### src/rtl/decim2_D4_pkg.sv
// Shared types for the boxcar decimator: FSM state encoding and accumulator sizing.
package decim2_D4_pkg;

    typedef enum logic [2:0] {
        IDLE = 3'd0,
        RD   = 3'd1,
        CAP  = 3'd2,
        WR   = 3'd3,
        DONE = 3'd4
    } state_t;

    // The accumulator needs D_LOG2 guard bits so that a full group of samples cannot overflow.
    function automatic int acc_width(input int data_w, input int d_log2);
        return data_w + d_log2;
    endfunction

endpackage

### src/rtl/decim2_D4_acc.sv
// Group accumulator: sign-extends and sums 2^D_LOG2 samples, then presents the floor average.
// It has no flow control of its own. The sample is captured on cap, one cycle after the FIFO pop.
module decim2_D4_acc
    import decim2_D4_pkg::*;
#(
    parameter int DATA_W = 16,
    parameter int D_LOG2 = 2
) (
    input  logic              clk,
    input  logic              rstn,
    input  logic              clr,
    input  logic              cap,
    input  logic              byp,
    input  logic [DATA_W-1:0] rd_data,
    output logic              grp_last,
    output logic [DATA_W-1:0] wr_data
);

    localparam int ACC_W = acc_width(DATA_W, D_LOG2);

    logic signed [ACC_W-1:0]  acc_q, acc_d;
    logic        [D_LOG2-1:0] in_cnt_q, in_cnt_d;
    logic signed [ACC_W-1:0]  rd_sext;

    assign rd_sext  = {{D_LOG2{rd_data[DATA_W-1]}}, rd_data};
    assign grp_last = byp || (&in_cnt_q);

    // The upper DATA_W bits of acc are the arithmetic right shift by D_LOG2, so the result rounds toward -inf.
    assign wr_data = byp ? acc_q[DATA_W-1:0] : acc_q[ACC_W-1:D_LOG2];

    always_comb begin
        acc_d    = acc_q;
        in_cnt_d = in_cnt_q;
        if (clr) begin
            acc_d    = '0;
            in_cnt_d = '0;
        end else if (cap) begin
            acc_d    = (in_cnt_q == '0) ? rd_sext : acc_q + rd_sext;
            in_cnt_d = grp_last ? '0 : in_cnt_q + D_LOG2'(1);
        end
    end

    always_ff @(posedge clk or negedge rstn) begin
        if (!rstn) begin
            acc_q    <= '0;
            in_cnt_q <= '0;
        end else begin
            acc_q    <= acc_d;
            in_cnt_q <= in_cnt_d;
        end
    end

endmodule

### src/rtl/decim2_d4_fsm.sv
// FIFO-to-FIFO boxcar decimator by 2^D_LOG2. Each input costs 2 cycles and each output 1 cycle, with 2 cycles from the last pop to the push.
// It stalls in RD while Empty is high and in WR while Afull is high. Accel mode runs len outputs; stream mode runs until abort.
module decim2_d4_fsm
    import decim2_D4_pkg::*;
#(
    parameter int DATA_W = 16,
    parameter int D_LOG2 = 2,
    parameter int LEN_W  = 16
) (
    input  logic              clk,
    input  logic              rstn,
    input  logic              start,
    input  logic              abort,
    input  logic              mode,
    input  logic              bypass,
    input  logic [LEN_W-1:0]  len,
    input  logic [DATA_W-1:0] rd_data,
    input  logic              Empty,
    input  logic              Afull,
    output logic              Read_Enable,
    output logic              Write_Enable,
    output logic [DATA_W-1:0] wr_data,
    output logic              busy,
    output logic              done,
    output logic              stop_empty,
    output logic              stop_Afull
);

    state_t             state_q, state_d;
    logic               mode_q, mode_d;
    logic               byp_q, byp_d;
    logic [LEN_W-1:0]   len_q, len_d;
    logic [LEN_W-1:0]   out_cnt_q, out_cnt_d;
    logic               acc_clr, acc_cap, grp_last;

    decim2_D4_acc #(
        .DATA_W (DATA_W),
        .D_LOG2 (D_LOG2)
    ) u_acc (
        .clk      (clk),
        .rstn     (rstn),
        .clr      (acc_clr),
        .cap      (acc_cap),
        .byp      (byp_q),
        .rd_data  (rd_data),
        .grp_last (grp_last),
        .wr_data  (wr_data)
    );

    always_comb begin
        state_d      = state_q;
        mode_d       = mode_q;
        byp_d        = byp_q;
        len_d        = len_q;
        out_cnt_d    = out_cnt_q;
        acc_clr      = 1'b0;
        acc_cap      = 1'b0;
        Read_Enable  = 1'b0;
        Write_Enable = 1'b0;
        stop_empty   = 1'b0;
        stop_Afull   = 1'b0;
        done         = 1'b0;
        busy         = (state_q != IDLE);

        // abort and start override every state action, so a pending pop, capture or push is dropped.
        if (abort) begin
            state_d = IDLE;
        end else if (start) begin
            mode_d    = mode;
            byp_d     = bypass;
            len_d     = len;
            out_cnt_d = '0;
            acc_clr   = 1'b1;
            state_d   = (!mode && len == '0) ? DONE : RD;
        end else begin
            case (state_q)
                RD: begin
                    if (Empty) begin
                        stop_empty = 1'b1;
                    end else begin
                        Read_Enable = 1'b1;
                        state_d     = CAP;
                    end
                end
                CAP: begin
                    acc_cap = 1'b1;
                    state_d = grp_last ? WR : RD;
                end
                WR: begin
                    if (Afull) begin
                        stop_Afull = 1'b1;
                    end else begin
                        Write_Enable = 1'b1;
                        out_cnt_d    = out_cnt_q + LEN_W'(1);
                        state_d      = (!mode_q && out_cnt_q == len_q - LEN_W'(1)) ? DONE : RD;
                    end
                end
                DONE: begin
                    done    = 1'b1;
                    state_d = IDLE;
                end
                default: state_d = IDLE;
            endcase
        end
    end

    always_ff @(posedge clk or negedge rstn) begin
        if (!rstn) begin
            state_q   <= IDLE;
            mode_q    <= 1'b0;
            byp_q     <= 1'b0;
            len_q     <= '0;
            out_cnt_q <= '0;
        end else begin
            state_q   <= state_d;
            mode_q    <= mode_d;
            byp_q     <= byp_d;
            len_q     <= len_d;
            out_cnt_q <= out_cnt_d;
        end
    end

endmodule
### config.mk
export PLATFORM = sky130hd
export DESIGN_NAME = decim2_d4_fsm
export DESIGN_NICKNAME = d
export VERILOG_FILES = /design/src/rtl/decim2_D4_pkg.sv /design/src/rtl/decim2_D4_acc.sv /design/src/rtl/decim2_d4_fsm.sv
export SDC_FILE = /design/constraint.sdc
export NUM_CORES = 1
export LEC_CHECK = 0
export ABC_AREA = 1
export CAP_MARGIN = 20
export CORE_MARGIN = 2
export CORE_UTILIZATION = 50
export CTS_BUF_LIST = sky130_fd_sc_hd__clkbuf_4
export CTS_CLUSTER_SIZE = 14
export DETAILED_ROUTE_END_ITERATION = 8
export GPL_TIMING_DRIVEN = 0
export PLACE_DENSITY = 0.74
export SLEW_MARGIN = 30
export SYNTH_ARGS = -nofsm -noshare
export SYNTH_HDL_FRONTEND = slang
export SYNTH_SLANG_ARGS = --single-unit
### constraint.sdc
create_clock -name clk -period 2.5 [get_ports clk]
set_input_delay 0.375 -clock clk [delete_from_list [all_inputs] [get_ports clk]]
set_output_delay 0.375 -clock clk [all_outputs]
set_load 0.01 [all_outputs]
==> flow_metrics.py <==
metrics = {
    "global_route": {
        "grt_pass1_vias": 4664,
        "grt_antenna_before_repair": 0,
        "grt_pass1_wl_um": 21220,
        "overflow": 0,
        "grt_max_degree": 49,
        "grt_usage_pct": 26.99,
    },
    "sta": {
        "clock.fmax_ghz": 0.4157,
        "fin_crit_ps": 2406,
        "fin_skew_ps": 19.66,
        "tightest_slew_ps": 629.5,
        "fin_crit_sh_pct": 96.23,
        "worst_slack_ps": 94.33,
        "hold_viol": 0,
        "final.setup.tns_ps": 0,
        "slew_violations": 0,
        "setup_viol": 0,
        "slew_headroom_pct": 57.65,
    },
    "critical_path": {
        "r2r-end": "u_acc.acc_q[1]",
        "reg2reg_from": "u_acc.in_cnt_q[0]",
        "r2r_cells": 8,
        "crit_arrival_ps": 2670,
        "end_kind": "flop",
        "path_class": "in2reg",
        "worst_setup_path_start_kind": "input pin",
        "r2r_setup_slack_ps": 180,
        "cp_max_fo": 4,
        "required_ps": 2770,
    },
    "synthesis": {
        "synthArstFlopShare_pct": 100.0,
        "netlist_instances": 670,
        "synth_area_um2": 4457,
        "synth-seq-area-share_pct": 32.00,
        "yosys_most_used_dff": "dfrtp_1",
        "syn_nets": 732,
        "ys_warn_count": 0,
        "synth_cell_types": 41,
        "avgSynthCellArea_um2": 6.652,
        "ys_seq_elements": 57,
        "synth_edf_count": 0,
    },
    "die": {
        "ios": 62,
        "die_h_um": 98.41,
        "initial_core_util_pct": 51.36,
        "die_w_um": 98.41,
        "coreArea_um2": 8678,
        "rows": 34,
        "die_area_um2": 9685,
    },
    "hold_path": {
        "hp-class": "in2async",
    },
    "job": {
        "maxCapViolCount": 0,
    },
    "finish": {
        "final_cell_mix": "nand2_1, inv_1, o21ai_0",
        "mostFrequentLayoutCell": "nand2_1",
        "drive_above_1_share_pct": 5.622,
        "fin_area_um2": 5361,
        "final_cells": 855,
        "fin_nets": 805,
        "antenna_cells": 0,
        "syn_to_final_growth_pct": 20.30,
    },
    "place": {
        "placed_cell_area_um2": 5228,
        "gp_congestion": 0.9499,
        "place_worst_setup_slack_ps": -498.2,
        "dp_hpwl_um": 9894,
        "placedCellCount": 840,
        "io_buffers": 61,
    },
    "clock_tree": {
        "cts_tree": "done",
        "cts_root_buf": "clkbuf_4",
        "clkSlewWorstSetupHoldPaths_ps": 110,
        "htree_levels": 3,
        "clk_latency_ps": 400,
        "cts_buffers": 9,
        "clkSinkCount": 57,
        "cts_setup_buffers": 0,
        "cts_buffer_depth": 2,
    },
    "pwr": {
        "clkPwrFrac_pct": 24.9,
        "pwr-share-seq_pct": 46.0,
        "power_density_nw_per_um2": 420.1,
        "ir_drop_mv": 0.2171,
        "power_mw": 2.252,
        "pwr-share-comb_pct": 29.1,
        "p_sw_mw": 0.8158,
        "p_int_mw": 1.436,
        "p_sw_share_pct": 36.22,
        "power_leakage_nw": 2.565,
    },
    "drt": {
        "antenna_left": 0,
        "drt_wl_total_um": 12830,
        "avgRoutedWirePerCell_um": 15.00,
        "avgViaCountPerCell": 5.487,
        "post-route-drc-count": 0,
        "firstDrtPassIters": 5,
        "dr_total_vias": 4691,
        "drt-initial-drc-count": 263,
    },
    "status": {
        "status": "completed",
    },
}
==> area by class of cell <==
type                       count  area, µm²
multi-input combinational    500       2629
sequential                    57       1426
fill                         839       3317
timing repair buffer          63      645.6
clock inverter                 5      23.77
inverter                      99      371.6
tap                          108      135.1
buffer                        13      55.05
clock buffer                  10      75.07
==> flip-flops by register name (all words and copies together) (netlist names) <==
name / count
byp_q: 1
len_q: 16
mode_q: 1
out_cnt_q: 16
state_q: 3
u_acc.acc_q: 18
u_acc.in_cnt_q: 2
==> kinds of logic (layout without fill, tap and decap cells) <==
family                     after synthesis  after routing  share of synthesized area [%]
buffers and inverters                  113            190                          9.601
adders and majority gates               22             22                          6.345
and+or+nand+nor                        335            335                          32.51
muxes                                    1              1                         0.2246
xor gates and xnor gates                18             18                          3.874
AOI/OAI and AO/OA                      124            124                          15.44
DFF                                     57             57                          32.00
==> power by group through the flow <==
stage / Sequential [mW] / Combinational (mW) / Clock (mW)
floorplan: 1.04 / 0.406 / 0
global placement: 1.05 / 0.628 / 0
detailed placement: 1.05 / 0.645 / 0
CTS: 1.04 / 0.649 / 0.576
global route: 1.04 / 0.746 / 0.617
finish: 1.04 / 0.656 / 0.560
==> per-layer routing <==
metal | part of all wire (%) | up-vias | global-route usage (%)
li1 | - | 2327 | -
met1 | 43 | 2184 | 33.06
met2 | 50 | 162 | 47.67
met3 | 5.1 | 18 | 3.404
met4 | 1.8 | 0 | 11.80
met5 | 0 | - | 0
==> cells in the mapped netlist, types with 3 or more instances <==
cell	number	area (µm²)
nand2_1	176	660.6
nor4_1	6	37.54
inv_2	3	11.26
nor2_4	4	45.04
o21bai_1	4	30.03
a21o_1	3	22.52
dfrtp_1	57	1426
buf_2	3	15.01
inv_1	95	356.6
o21ai_0	72	360.4
xnor2_1	7	61.31
o21ai_1	4	20.02
o22ai_1	5	31.28
ha_1	21	262.8
nand3_1	41	205.2
nand4_1	10	62.56
nor2_2	3	18.77
a21oi_1	24	120.1
nor2_1	68	255.2
nand3b_1	5	37.54
clkbuf_1	11	41.29
nor3_1	15	75.07
xor2_1	10	87.58
==> repair_timing <==
item | 4_1_cts | 5_1_grt
cloned | 0 | 0
pin swaps | 0 | 0
gates resized for setup | 2 | 7
endpoints found under the hold margin | 9 | 0
hold buffers | 1 | 0
setup endpoints to repair | 6 | 16
==> stage by stage <==
step | util (%) | hold WS (ps)
floorplan | - | 79.41
global placement | 59.95 | 506.1
detailed placement | 60.24 | 229.5
CTS | 61.51 | 333.3
global route | 61.78 | 329.9
finish | 61.78 | 342.0
==> worst max path at each step <==
stage                                 end  startpoint  slack, ps
after detailed placement  u_acc.acc_q[16]  rd_data[0]       -500
final                     u_acc.acc_q[16]  rd_data[0]         90
after global placement    u_acc.acc_q[16]        rstn       -900
after global routing      u_acc.acc_q[16]  rd_data[0]       -0.4
after CTS                 u_acc.acc_q[16]  rd_data[0]         20
after floorplan           u_acc.acc_q[16]  rd_data[0]        450
==> worst max-delay path: stages <==
cell             delay (ps)
clkdlybuf4s50_1         500
ha_2                    210
inv_1                    70
fa_1                    420
inv_1                    80
nand2_1                  90
o21ai_4                 190
nand4_1                 120
nand3_2                 120
a21oi_1                  90
nand2_1                  70
nand2_1                  40
o21ai_0                 170
o21ai_0                 120
(Power assumes the default switching activity.)
